**src/rtl/instr_loader.sv**
```systemverilog
// Byte-stream program loader: assembles little-endian 32-bit words from a
// valid/ready byte link and writes them to instruction memory while holding the CPU.
module instr_loader #(
  parameter int unsigned DEPTH = 64,
  parameter int unsigned CNT_W = 7
) (
  input  logic             clk_i,
  input  logic             rst_i,
  input  logic             start_i,
  input  logic [CNT_W-1:0] word_count_i,
  input  logic             byte_valid_i,
  input  logic [7:0]       byte_data_i,
  output logic             byte_ready_o,
  output logic             mem_we_o,
  output logic [31:0]      mem_addr_o,
  output logic [31:0]      mem_wdata_o,
  output logic             busy_o,
  output logic             cpu_hold_o,
  output logic             done_o,
  output logic             error_o
);

  localparam int unsigned IDX_W = (DEPTH > 1) ? $clog2(DEPTH) : 1;

  typedef enum logic [1:0] {
    IDLE  = 2'd0,
    RECV  = 2'd1,
    WRITE = 2'd2,
    DONE  = 2'd3
  } state_e;

  state_e             state_q, state_d;
  logic [CNT_W-1:0]   cnt_q, cnt_d;
  logic [IDX_W-1:0]   idx_q, idx_d;
  logic [1:0]         bcnt_q, bcnt_d;
  logic [23:0]        asm_q, asm_d;
  logic [31:0]        addr_q, addr_d;
  logic [31:0]        wdata_q, wdata_d;
  logic               err_q, err_d;
  logic               ready_q, ready_d;
  logic               we_q, we_d;
  logic               busy_q, busy_d;
  logic               done_q, done_d;
  logic               accept;

  // Ready is a registered copy of "state is RECV", so acceptance never
  // depends combinationally on byte_valid_i.
  assign accept = byte_valid_i & ready_q;

  always_ff @(posedge clk_i) begin
    if (rst_i) begin
      state_q <= IDLE;
      cnt_q   <= '0;
      idx_q   <= '0;
      bcnt_q  <= '0;
      asm_q   <= '0;
      addr_q  <= '0;
      wdata_q <= '0;
      err_q   <= 1'b0;
      ready_q <= 1'b0;
      we_q    <= 1'b0;
      busy_q  <= 1'b0;
      done_q  <= 1'b0;
    end else begin
      state_q <= state_d;
      cnt_q   <= cnt_d;
      idx_q   <= idx_d;
      bcnt_q  <= bcnt_d;
      asm_q   <= asm_d;
      addr_q  <= addr_d;
      wdata_q <= wdata_d;
      err_q   <= err_d;
      ready_q <= ready_d;
      we_q    <= we_d;
      busy_q  <= busy_d;
      done_q  <= done_d;
    end
  end

  always_comb begin
    state_d = state_q;
    cnt_d   = cnt_q;
    idx_d   = idx_q;
    bcnt_d  = bcnt_q;
    asm_d   = asm_q;
    addr_d  = addr_q;
    wdata_d = wdata_q;
    err_d   = err_q;

    case (state_q)
      IDLE: begin
        if (start_i) begin
          if (word_count_i == '0) begin
            err_d   = 1'b0;
            state_d = DONE;
          end else if (word_count_i > CNT_W'(DEPTH)) begin
            err_d = 1'b1;
          end else begin
            cnt_d   = word_count_i;
            err_d   = 1'b0;
            idx_d   = '0;
            bcnt_d  = '0;
            state_d = RECV;
          end
        end
      end
      RECV: begin
        if (accept) begin
          bcnt_d = bcnt_q + 2'd1;
          case (bcnt_q)
            2'd0: asm_d[7:0]   = byte_data_i;
            2'd1: asm_d[15:8]  = byte_data_i;
            2'd2: asm_d[23:16] = byte_data_i;
            default: begin
              // Last byte goes straight into the write register.
              wdata_d = {byte_data_i, asm_q};
              addr_d  = 32'({idx_q, 2'b00});
              state_d = WRITE;
            end
          endcase
        end
      end
      WRITE: begin
        if (CNT_W'(idx_q) + CNT_W'(1) == cnt_q) begin
          state_d = DONE;
        end else begin
          idx_d   = idx_q + IDX_W'(1);
          bcnt_d  = '0;
          state_d = RECV;
        end
      end
      default: state_d = IDLE;
    endcase

    ready_d = (state_d == RECV);
    we_d    = (state_d == WRITE);
    busy_d  = (state_d != IDLE);
    done_d  = (state_d == DONE);
  end

  assign byte_ready_o = ready_q;
  assign mem_we_o     = we_q;
  assign mem_addr_o   = addr_q;
  assign mem_wdata_o  = wdata_q;
  assign busy_o       = busy_q;
  assign cpu_hold_o   = busy_q;
  assign done_o       = done_q;
  assign error_o      = err_q;

endmodule

```
**config.mk**
```make
export PLATFORM = sky130hd
export DESIGN_NAME = instr_loader
export DESIGN_NICKNAME = d
export VERILOG_FILES = /design/src/rtl/instr_loader.sv
export SDC_FILE = /design/constraint.sdc
export NUM_CORES = 1
export LEC_CHECK = 0
export ABC_CLOCK_PERIOD_IN_PS = 2400
export CAP_MARGIN = 5
export CORE_MARGIN = 2
export CORE_UTILIZATION = 45
export CTS_BUF_LIST = sky130_fd_sc_hd__clkbuf_2
export DETAILED_ROUTE_END_ITERATION = 8
export DONT_BUFFER_PORTS = 1
export HOLD_SLACK_MARGIN = 0.15
export PLACE_DENSITY_LB_ADDON = 0.2
export SYNTH_ARGS = -nofsm -noshare
export SYNTH_HDL_FRONTEND = slang
export SYNTH_SLANG_ARGS = --single-unit
```
**constraint.sdc**
```tcl
create_clock -name clk_i -period 2.4 [get_ports clk_i]
set_input_delay 0.48 -clock clk_i [delete_from_list [all_inputs] [get_ports clk_i]]
set_output_delay 0.48 -clock clk_i [all_outputs]
set_load 0.005 [all_outputs]
```
==> metrics.txt <==
number of fill cells=791; Die Area=8661 um2; Worst Max-Slew Pin Slew=0.5214 ns; FF+latch area=1682 um2; antenna-violating nets left=0; total of max-cap violations=0; initial antenna violation count=0; Max transition margin=65.11%; area of the multi-input gates=1622 um2; Site Rows=32; Num CTS Buffers=9; Chip Width=93.07 um; first-pass GRT wire length=13310 um; clock slew at reported path FFs=0.23 ns; IO buf count=0; final wirelength=8113 um; RSZ-0062 raised after global routing=no; share of cells above drive strength 1=7.080%; status=finished, final reports clean; fin area=3845 um2; Avg WL per Cell=14.64 um; clock root buffer=clkbuf_2; first drt pass iteration count=5; synthesis-to-layout area growth=7.711%; setup TNS=0 ns; Synth warnings=0; 1st-iter DRT viols=127; Switch Pwr=0.0005909 W; cell taking the most area after synthesis=dfxtp_1; CP delay by family, top=simple AND/OR/NAND/NOR gates; slowest CP cell=or4_1; vias in the first global route=2619; Max Freq=0.4529 GHz; post-synthesis adder-cell area fraction=1.753%; final worst-path cycle share=91.99%; CTS tree=yes; Worst path max stage delay=0.49 ns; Worst Path Arrival=2.67 ns; total gr overflow=0; Pleak=1.360 nW; Residual DRC=0; Max Buffers Root-to-Sink=2; post-synthesis mux area share=1.122%; crit end category=register; crit path cell chain=ha_2 -> and3b_1 -> or3_1 -> a31o_1 -> o2111a_2 -> or4_1 -> a21oi_1; Setup CP Type=reg -> reg; I/O pin cnt=89; die height=93.07 um; post-DP HPWL=5355 um; Syn Inst Count=444; Post-Synth Simple-Gate Area=22.57%; initial core utilization=46.44%; later-pin clock latency in the skew report=0.51 ns; largest net degree at the start of global routing=78; area share of the largest cell type after synthesis=47.11%; worst vdd ir=0.3381 mV; EDFF count, synth=0; Clock power frac=35.7%; Yosys cell types=44; antenna diode count=0; Final Hold Viols=0; H-tree depth=3; compound-cell area share of the yosys netlist=15.28%; Via density=5.247; Setup Fix Bufs, Post-CTS=0; clk sink count=84; final RePlAce weighted congestion=0.8211; Buffers & Inverters on Critical Path=0; Final nets=471; combinational family with the most area after synthesis=simple AND/OR/NAND/NOR gates; routed via count=2907; Hold Path Class=in -> reg; xor/xnor cell area share of the yosys netlist=1.717%; top_reg_cell synth=dfxtp_1; register bit total from synthesis=84; startpoint types=register; Pins Over Slew Limit=0; gr usage total=19.41%; Sw Ratio=24.62%; clock period minus worst slack=2.208 ns; clock skew=0.02321 ns; Synth area leaders=dfxtp_1, nand2_1, a21oi_1; register area share after synthesis=47.11%; Core ar.=7687 um2; combinational power share=5.1%; crit-path max FO=12; endpoints failing setup=0; async set-or-reset flop fraction in the synthesized netlist=0%; Avg Cell Area, Syn=8.040 um2; Synth Cell Area=3570 um2; Cell Int Power=0.001809 W; sequential group share of total power=59.2%; pwr dens=624.2 nW/um2; dpl cell area=3521 um2; CP Data Required Time=2.86 ns
tightest hold or removal path, delay by kind of cell:
family                 cells  cell delay [ns]
and+or+nand+nor            2             0.16
buffers and inverters      1             0.13
routing by layer:
metal | wire [um] | global-route usage (%)
met1 | 3890 | 27.13
met2 | 3422 | 28.08
met3 | 731 | 6.205
met4 | 70 | 6.985
met5 | 0 | 0
cells in the final DEF (no fill, tap or decap), types with 2 or more instances in the layout:
cell / n
nand4_1: 3
inv_1: 7
nor2_1: 14
xor2_1: 2
nor2b_1: 4
bufinv_16: 2
a21oi_1: 70
buf_4: 9
o311ai_1: 2
ha_1: 4
o211ai_1: 2
conb_1: 26
or3_1: 2
and3b_1: 2
dfxtp_1: 84
nor4_1: 2
o21ai_0: 7
nor3_1: 3
and3_1: 3
xnor2_1: 5
o41ai_1: 3
dlygate4sd3_1: 15
nand2_1: 112
nand3_1: 28
o31ai_1: 4
or4_1: 2
clkbuf_2: 9
mux2i_1: 4
inv_6: 3
flip-flops by register name, indices dropped and copies added (netlist names):
signal        count
busy_o            1
idx_q             6
cnt_q             7
mem_wdata_o      32
asm_q            24
byte_ready_o      1
mem_addr_o        6
error_o           1
state_q           2
done_o            1
mem_we_o          1
bcnt_q            2
synth_stat cells, types with 2 or more instances:
library cell  number
nand3_1           28
o311ai_1           2
xnor2_1            5
o211ai_1           2
buf_1              4
dfxtp_1           84
or3_1              2
nor2_1            14
or4_1              2
inv_1              7
nand2_1          112
nor3_1             3
and3b_1            2
o41ai_1            3
buf_6              3
nor2b_1            4
ha_1               5
xor2_1             2
nand4_1            3
o31ai_1            4
clkbuf_1          23
nor4_1             2
buf_4             27
and3_1             3
o21ai_0            7
a21oi_1           70
mux2i_1            4
stage by stage:
stage / power, W / hold WS, ns / worst slack (ns) / cells / util (%)
2_1_floorplan: 0.001550 / 0.4321 / 0.3184 / 469 / -
3_3_place_gp: 0.001512 / 0.4397 / 0.1962 / 522 / 45.80
3_5_place_dp: 0.001513 / 0.4388 / 0.1208 / 522 / 45.80
4_1_cts: 0.002423 / 0.2343 / 0.06137 / 554 / 49.97
5_1_grt: 0.002517 / 0.2342 / 0.07087 / 554 / 50.02
6_report: 0.002400 / 0.2844 / 0.1922 / 554 / 50.02
power groups by stage:
stage,Sequential (W),Clock [W],Combinational (W)
floorplan,0.00144,0,0.000106
global route,0.00143,0.000955,0.000135
finish,0.00142,0.000857,0.000122
detailed placement,0.00145,0,0.0000644
CTS,0.00142,0.000880,0.000120
global placement,0.00145,0,0.0000634
final timing paths:
| path | from | endpoint | slack, ns | cells past startpoint |
|---|---|---|---|---|
| setup / recovery | idx_q[1] | idx_q[3] | 0.19 | 7 |
| hold / removal | rst_i | state_q[1] | 0.28 | 3 |
| setup reg to reg | idx_q[1] | idx_q[3] | 0.19 | 7 |
| hold reg to reg | asm_q[22] | mem_wdata_o[22] | 0.46 | 2 |
what timing repair did:
action | in CTS | in global routing
resized for setup | 0 | 2
hold buffers | 16 | 0
endpoints found under the setup margin | 0 | 5
endpoints found under the hold margin | 77 | 0
kinds of logic (layout without fill, tap and decap cells):
| family | Yosys count | after routing |
|---|---|---|
| mux | 4 | 4 |
| simple gates | 182 | 182 |
| buf+inv | 65 | 48 |
| xor+xnor | 7 | 7 |
| fa+ha+maj | 5 | 5 |
| other cells | 1 | 26 |
| compound gates | 96 | 96 |
| flops | 84 | 84 |
layout make-up:
type	instances	share of cell area (%)
flip-flops and latches	84	43.74
multi-input cells	320	42.17
repair buffers	25	6.378
well taps	102	3.319
clock inverters	7	2.538
clock buffers	9	1.171
inverters	7	0.6834
No activity file was read; power rests on OpenSTA's default activity.
